**config.mk**
```make
export PLATFORM = sky130hd
export DESIGN_NAME = lsu_dmem_master
export DESIGN_NICKNAME = d
export VERILOG_FILES = /design/src/rtl/lsu_dmem_master_pkg.sv /design/src/rtl/lsu_dmem_master_load_align.sv /design/src/rtl/lsu_dmem_master.sv
export SDC_FILE = /design/constraint.sdc
export NUM_CORES = 1
export LEC_CHECK = 0
export CORE_MARGIN = 8
export CORE_UTILIZATION = 35
export DETAILED_ROUTE_END_ITERATION = 12
export GPL_ROUTABILITY_DRIVEN = 0
export GPL_TIMING_DRIVEN = 1
export PLACE_DENSITY = 0.77
export SYNTH_ARGS = -nofsm -noshare
export SYNTH_HDL_FRONTEND = slang
export SYNTH_HIERARCHICAL = 1
export SYNTH_SLANG_ARGS = --single-unit
```
**constraint.sdc**
```tcl
create_clock -name clk -period 1.7 [get_ports clk]
set_input_delay 0.17 -clock clk [delete_from_list [all_inputs] [get_ports clk]]
set_output_delay 0.17 -clock clk [all_outputs]
set_load 0.02 [all_outputs]
```
**src/rtl/lsu_dmem_master_pkg.sv**
```systemverilog
// ============================================================================
// Module : lsu_dmem_master_pkg
// Brief  : Shared types, constants and helper functions for the load/store
//          unit: FSM state encoding, RV32I load funct3 codes, and access-size
//          decode.
// Rev    : 1.0  initial release
// ============================================================================
`default_nettype none

package lsu_dmem_master_pkg;

    // Datapath width of the core
    localparam int XLEN = 32;

    typedef enum logic [1:0] {
        IDLE = 2'd0,
        REQ  = 2'd1,
        RESP = 2'd2
    } lsu_state_e;

    typedef enum logic [1:0] {
        SZ_BYTE = 2'd0,
        SZ_HALF = 2'd1,
        SZ_WORD = 2'd2
    } lsu_size_e;

    localparam logic [2:0] F3_LB  = 3'b000;
    localparam logic [2:0] F3_LH  = 3'b001;
    localparam logic [2:0] F3_LW  = 3'b010;
    localparam logic [2:0] F3_LBU = 3'b100;
    localparam logic [2:0] F3_LHU = 3'b101;

    // Access size from funct3; unused encodings fall back to a word access.
    function automatic lsu_size_e f3_size(input logic [2:0] f3);
        case (f3)
            3'b000, 3'b100: f3_size = SZ_BYTE;
            3'b001, 3'b101: f3_size = SZ_HALF;
            default:        f3_size = SZ_WORD;
        endcase
    endfunction

    function automatic logic f3_illegal(input logic [2:0] f3);
        f3_illegal = (f3 == 3'b011) || (f3 == 3'b110) || (f3 == 3'b111);
    endfunction

endpackage

`default_nettype wire

```
**src/rtl/lsu_dmem_master_load_align.sv**
```systemverilog
// ============================================================================
// Module : lsu_load_align
// Brief  : Combinational load-data aligner. Shifts the addressed byte or
//          halfword lane of a memory word down to bit 0 and sign- or
//          zero-extends it according to the RV32I load funct3.
// Ports  : rdata_i  [XLEN] raw memory word
//          offset_i [2]    byte offset of the access within the word
//          funct3_i [3]    load funct3 (unused encodings behave as LW)
//          data_o   [XLEN] aligned, extended load data
// Rev    : 1.0  initial release
// ============================================================================
`default_nettype none

module lsu_load_align #(
    parameter int XLEN = 32
) (
    input  logic [XLEN-1:0] rdata_i,
    input  logic [1:0]      offset_i,
    input  logic [2:0]      funct3_i,
    output logic [XLEN-1:0] data_o
);
    import lsu_dmem_master_pkg::*;

    logic [XLEN-1:0] w_shifted;

    assign w_shifted = rdata_i >> {offset_i, 3'b000};

    always_comb begin
        data_o = rdata_i;
        case (funct3_i)
            F3_LB:   data_o = {{(XLEN-8){w_shifted[7]}},   w_shifted[7:0]};
            F3_LH:   data_o = {{(XLEN-16){w_shifted[15]}}, w_shifted[15:0]};
            F3_LBU:  data_o = {{(XLEN-8){1'b0}},           w_shifted[7:0]};
            F3_LHU:  data_o = {{(XLEN-16){1'b0}},          w_shifted[15:0]};
            default: data_o = rdata_i;
        endcase
    end

endmodule

`default_nettype wire

```
**src/rtl/lsu_dmem_master.sv**
```systemverilog
// ============================================================================
// Module : lsu_dmem_master
// Brief  : Load/store unit, master side of the DMEM port. Accepts one request
//          at a time from the MEM stage, drives registered byte strobes and
//          lane-replicated store data for a single REQ cycle, then returns a
//          one-cycle response with aligned/extended load data in RESP.
//          Accept -> resp_valid latency is 2 cycles; a new request may be
//          accepted during RESP for one request every 2 cycles.
// Ports  : clk, rst_n (async, active low)
//          req_valid/req_ready/req_we/req_funct3/req_addr/req_wdata : request
//          resp_valid/resp_rdata/resp_err                          : response
//          dmem_addr/dmem_ren/dmem_wen/dmem_wstrb/dmem_wdata/dmem_rdata
// Config : LSU_MISALIGN_EXC_EN - when defined, misaligned halfword/word and
//          illegal funct3 requests produce resp_err and never touch memory.
// Rev    : 1.0  initial release
// ============================================================================
`default_nettype none

module lsu_dmem_master #(
    parameter int XLEN      = 32,
    parameter bit RESP_ZERO = 1'b1
) (
    input  logic            clk,
    input  logic            rst_n,
    input  logic            req_valid,
    output logic            req_ready,
    input  logic            req_we,
    input  logic [2:0]      req_funct3,
    input  logic [XLEN-1:0] req_addr,
    input  logic [XLEN-1:0] req_wdata,
    output logic            resp_valid,
    output logic [XLEN-1:0] resp_rdata,
    output logic            resp_err,
    output logic [XLEN-1:0] dmem_addr,
    output logic            dmem_ren,
    output logic            dmem_wen,
    output logic [3:0]      dmem_wstrb,
    output logic [XLEN-1:0] dmem_wdata,
    input  logic [XLEN-1:0] dmem_rdata
);
    import lsu_dmem_master_pkg::*;

    lsu_state_e      state_q, state_d;
    logic            accept;
    lsu_size_e       size;
    logic [1:0]      offset;
    logic            req_err;
    logic [3:0]      strb;
    logic [XLEN-1:0] wdata_rep;

    logic [XLEN-1:0] dmem_addr_d;
    logic            dmem_ren_d, dmem_wen_d;
    logic [3:0]      dmem_wstrb_d;
    logic [XLEN-1:0] dmem_wdata_d;

    logic            we_q, err_q;
    logic [2:0]      f3_q;
    logic [1:0]      off_q;
    logic [XLEN-1:0] aligned;

    assign req_ready = (state_q != REQ);
    assign accept    = req_valid & req_ready;

    // Request decode. Halfwords drop a[0] and words drop a[1:0], so the
    // effective offset is always naturally aligned to the access size.
    always_comb begin
        size    = f3_size(req_funct3);
        offset  = 2'b00;
        strb    = 4'b1111;
        wdata_rep = req_wdata;
        case (size)
            SZ_BYTE: begin
                offset    = req_addr[1:0];
                strb      = 4'b0001 << req_addr[1:0];
                wdata_rep = {(XLEN/8){req_wdata[7:0]}};
            end
            SZ_HALF: begin
                offset    = {req_addr[1], 1'b0};
                strb      = 4'b0011 << {req_addr[1], 1'b0};
                wdata_rep = {(XLEN/16){req_wdata[15:0]}};
            end
            default: ;
        endcase
`ifdef LSU_MISALIGN_EXC_EN
        req_err = f3_illegal(req_funct3)
                | ((size == SZ_HALF) && req_addr[0])
                | ((size == SZ_WORD) && (req_addr[1:0] != 2'b00));
`else
        req_err = 1'b0;
`endif
    end

    // dmem outputs are only non-zero in the cycle after an accept (REQ).
    always_comb begin
        dmem_addr_d  = '0;
        dmem_ren_d   = 1'b0;
        dmem_wen_d   = 1'b0;
        dmem_wstrb_d = 4'b0000;
        dmem_wdata_d = '0;
        if (accept) begin
            dmem_addr_d = {req_addr[XLEN-1:2], 2'b00};
            if (!req_err) begin
                dmem_ren_d = ~req_we;
                dmem_wen_d = req_we;
                if (req_we) begin
                    dmem_wstrb_d = strb;
                    dmem_wdata_d = wdata_rep;
                end
            end
        end
    end

    always_comb begin
        state_d = state_q;
        case (state_q)
            IDLE:    if (accept) state_d = REQ;
            REQ:     state_d = RESP;
            RESP:    state_d = accept ? REQ : IDLE;
            default: state_d = IDLE;
        endcase
    end

    always_ff @(posedge clk or negedge rst_n) begin
        if (!rst_n) begin
            state_q    <= IDLE;
            dmem_addr  <= '0;
            dmem_ren   <= 1'b0;
            dmem_wen   <= 1'b0;
            dmem_wstrb <= 4'b0000;
            dmem_wdata <= '0;
            we_q       <= 1'b0;
            err_q      <= 1'b0;
            f3_q       <= 3'b000;
            off_q      <= 2'b00;
        end else begin
            state_q    <= state_d;
            dmem_addr  <= dmem_addr_d;
            dmem_ren   <= dmem_ren_d;
            dmem_wen   <= dmem_wen_d;
            dmem_wstrb <= dmem_wstrb_d;
            dmem_wdata <= dmem_wdata_d;
            if (accept) begin
                we_q  <= req_we;
                err_q <= req_err;
                f3_q  <= req_funct3;
                off_q <= offset;
            end
        end
    end

    lsu_load_align #(
        .XLEN (XLEN)
    ) u_load_align (
        .rdata_i  (dmem_rdata),
        .offset_i (off_q),
        .funct3_i (f3_q),
        .data_o   (aligned)
    );

    assign resp_valid = (state_q == RESP);
    assign resp_err   = resp_valid & err_q;

    // Memory read data is only meaningful in RESP of a good load.
    always_comb begin
        resp_rdata = '0;
        if (RESP_ZERO) begin
            if (resp_valid && !we_q && !err_q) resp_rdata = aligned;
        end else begin
            if (!err_q) resp_rdata = aligned;
        end
    end

endmodule

`default_nettype wire
```
==> results by group <==
Synthesis
  – Syn Inst Count: 371
  – Top_reg_cell synth: dfrtp_1
  – Largest area contributor in the synthesized netlist: dfrtp_1
  – Largest family of logic cells by synthesized area: simple AND/OR/NAND/NOR gates
  – Async SR Flop Fraction: 1.00
  – Proportion of synthesized area in mux cells: 0.0889
  – Netlist cell types: 43
  – Synth top area share: 0.504
  – Most frequent cell after synthesis: dfrtp_1
  – Number of enable flip-flop cells after synthesis: 0
  – Adder-cell share of the synthesized area: 0
  – Synth Register Bits: 76
  – Simple-gate portion of the synthesized area: 0.199
  – Post-Synth XOR/XNOR Area: 0
  – Synth top cells by count: dfrtp_1 (76), nand2_1 (48), and3_1 (38)
  – Complex-gate fraction of the synthesized area: 0.154
  – Cell Area, Synth: 0.00377 mm^2
  – Sequential share of the synthesized area: 0.504
  – YS warnings: 6
  – Mean Syn Cell Area: 10.2 um^2
  – Top post-synthesis cells by area: dfrtp_1 (50%), and3_1 (6.3%), and2_1 (5.6%), mux2i_1 (5.3%), nand2_1 (4.8%)

CTS
  – CTS tree: yes
  – Total clock sinks: 76
  – Clk Latency, worst-skew pair: 340 ps
  – Clk Tree Root Cell: clkbuf_8
  – Clock buffer depth: 2
  – Clk slew on worst S/H paths: 80 ps
  – Clock buffer count from CTS: 9
  – H-tree lvl count: 3

Setup path
  – Worst Path Buf+Inv: 2
  – Critical Path RT: 1530 ps
  – Max stage delay on crit path: 610 ps
  – Crit start category: flop
  – Worst r2r path cells: 5
  – Reg-to-reg endpoint: f3_q[2]$_DFFE_PN0N_
  – Cell mode on critical path: buf_6
  – Slowest cell on the critical path: mux4_2
  – RR Startpoint: state_q[0]$_DFFE_PN0P_
  – CP Capture Type: primary output
  – Setup slack, reg-to-reg: 300 ps
  – Family with the most delay on the worst path: multiplexers
  – WP data arrival: 2130 ps
  – Kind of critical path: reg -> out
  – Worst-path fanout max: 6
  – Crit-path cells: mux4_2, o211ai_4, buf_6, o21ai_1, and2_1, buf_6

STA
  – Fin crit share: 1.35
  – Setup violators final: 32
  – Post-layout minimum cycle time: 2300 ps
  – RSZ-0062 raised after global routing: yes
  – Final hold vios: 0
  – Max-slew violation count: 0
  – Setup TNS: -15800 ps
  – WHS: 182 ps
  – Max Freq: 0.435 GHz
  – Clock Skews: 6.53 ps
  – Final worst-path setup slack: -597 ps

Place
  – Dpl ws: -912 ps
  – DP HPWL: 10900 um
  – Placed cell area: 0.00621 mm^2
  – Placed cells: 727
  – IO Port Bufs: 204

Finish
  – Post-route cell area: 0.00666 mm^2
  – # diodes: 0
  – Nets@finish: 710
  – FF/Latch Area: 0.00190 mm^2
  – Non-filler cells, final: 752
  – FILL cells: 887
  – Util after Layout: 0.623
  – Layout cell share with drive strength beyond 1: 0.247
  – Area grow syn2layout: 76.7%
  – Multi-input logic area: 0.00181 mm^2

Run status
  – Status: complete, but fails checks
  – Failing checks: setup timing

Route
  – Routed vias: 3821
  – DRC violations left: 0
  – WL/cell: 19.2 um
  – First-pass DRT Iterations: 4
  – Initial drt markers: 267
  – Via density: 5.08
  – Final Routed Wirelength: 14400 um
  – Routed Antenna Nets: 0

Power
  – PwrDens: 770 mW/mm^2
  – Switching pwr: 1.49 mW
  – Clock power share: 0.293
  – Leakage: 3.17 nW
  – Peak supply drop: 513 uV
  – Overall Power: 5.13 mW
  – Combinational share of power: 0.326
  – P_int: 3.63 mW
  – Flop pwr share: 0.381
  – Sw Ratio: 0.291

Die
  – Core Area: 0.0107 mm^2
  – I/O pins: 208
  – Die Span Y: 120 um
  – Starting Density: 0.353
  – Die X: 120 um
  – Die area: 0.0144 mm^2
  – Placement Rows: 38

GRT
  – Vias in the first global route: 4095
  – GRT overflow: 0
  – First-pass GRT wire length: 21800 um
  – Largest net degree at the start of global routing: 38
  – GR Util All Layers: 0.192
  – Initial antenna violation count: 0

Job
  – Maximum Capacitance Violations: 0

Hold path
  – Worst min path class: in -> async
## how the worst max path moves through the flow
stage	start	to	cells after the start
floorplan	off_q[0]$_DFFE_PN0N_	resp_rdata[21]	5
global placement	dmem_rdata[7]	resp_rdata[27]	6
detailed placement	dmem_rdata[7]	resp_rdata[24]	6
CTS	off_q[0]$_DFFE_PN0N_	resp_rdata[26]	6
global route	off_q[0]$_DFFE_PN0N_	resp_rdata[14]	7
finish	off_q[0]$_DFFE_PN0N_	resp_rdata[16]	6
## layout by cell type (no fill, tap or decap), drive strengths merged, types with 2 or more instances in the layout
master / instances
a21oi: 13
a221oi: 6
a22o: 2
a22oi: 5
and2: 34
and3: 38
buf: 75
bufinv: 2
clkbuf: 14
clkdlybuf4s15: 3
clkdlybuf4s50: 169
clkinv: 2
conb: 3
dfrtp: 76
dlygate4sd2: 3
inv: 8
mux2: 10
mux2i: 20
nand2: 49
nand2b: 2
nand4: 2
nor2: 12
nor2b: 4
o211a: 8
o21ai: 32
o31ai: 7
## layer usage
layer	part of all wire	vias up	global-route usage
met1	0.39	1828	0.212
met3	0.070	43	0.0526
li1	-	1754	-
met5	0	-	0
met4	0.042	0	0.110
met2	0.50	196	0.327
## power groups by stage
stage | clock [mW] | sequential, mW | combinational, mW
after floorplan | 0 | 2.09 | 0.585
after global placement | 0 | 1.98 | 1.45
after detailed placement | 0 | 1.99 | 1.48
after CTS | 1.55 | 1.95 | 1.54
after global routing | 1.62 | 1.96 | 1.78
final | 1.50 | 1.95 | 1.67
## state kept, by name (all words and copies together), names as in the netlist
signal,cells
dmem_addr,30
dmem_ren,1
dmem_wdata,32
dmem_wen,1
dmem_wstrb,4
f3_q,3
off_q,2
state_q,2
we_q,1
## cells by family (layout without fill, tap and decap cells)
logic type	Yosys count	count (layout)
and+or+nand+nor	142	142
muxes	31	31
other	1	3
DFF	76	76
AOI/OAI and AO/OA	82	82
buffers and inverters	39	278
## layout make-up
type                    count  area share
clock buffers              12      0.0218
clock inverters             4      0.0109
inverters                   9     0.00544
multi-input cells         258       0.272
flip-flops and latches     76       0.286
well taps                 140      0.0263
repair buffers            253       0.378
## timing repair
action                                 CTS  global route
cloned                                   0             2
endpoints found under the hold margin   76             0
setup buffers                            3             3
setup endpoints to repair               34            32
gates resized for setup                190            28
hold buffers                             1             0
pin swaps                               12            11
No activity file was read; power rests on OpenSTA's default activity.
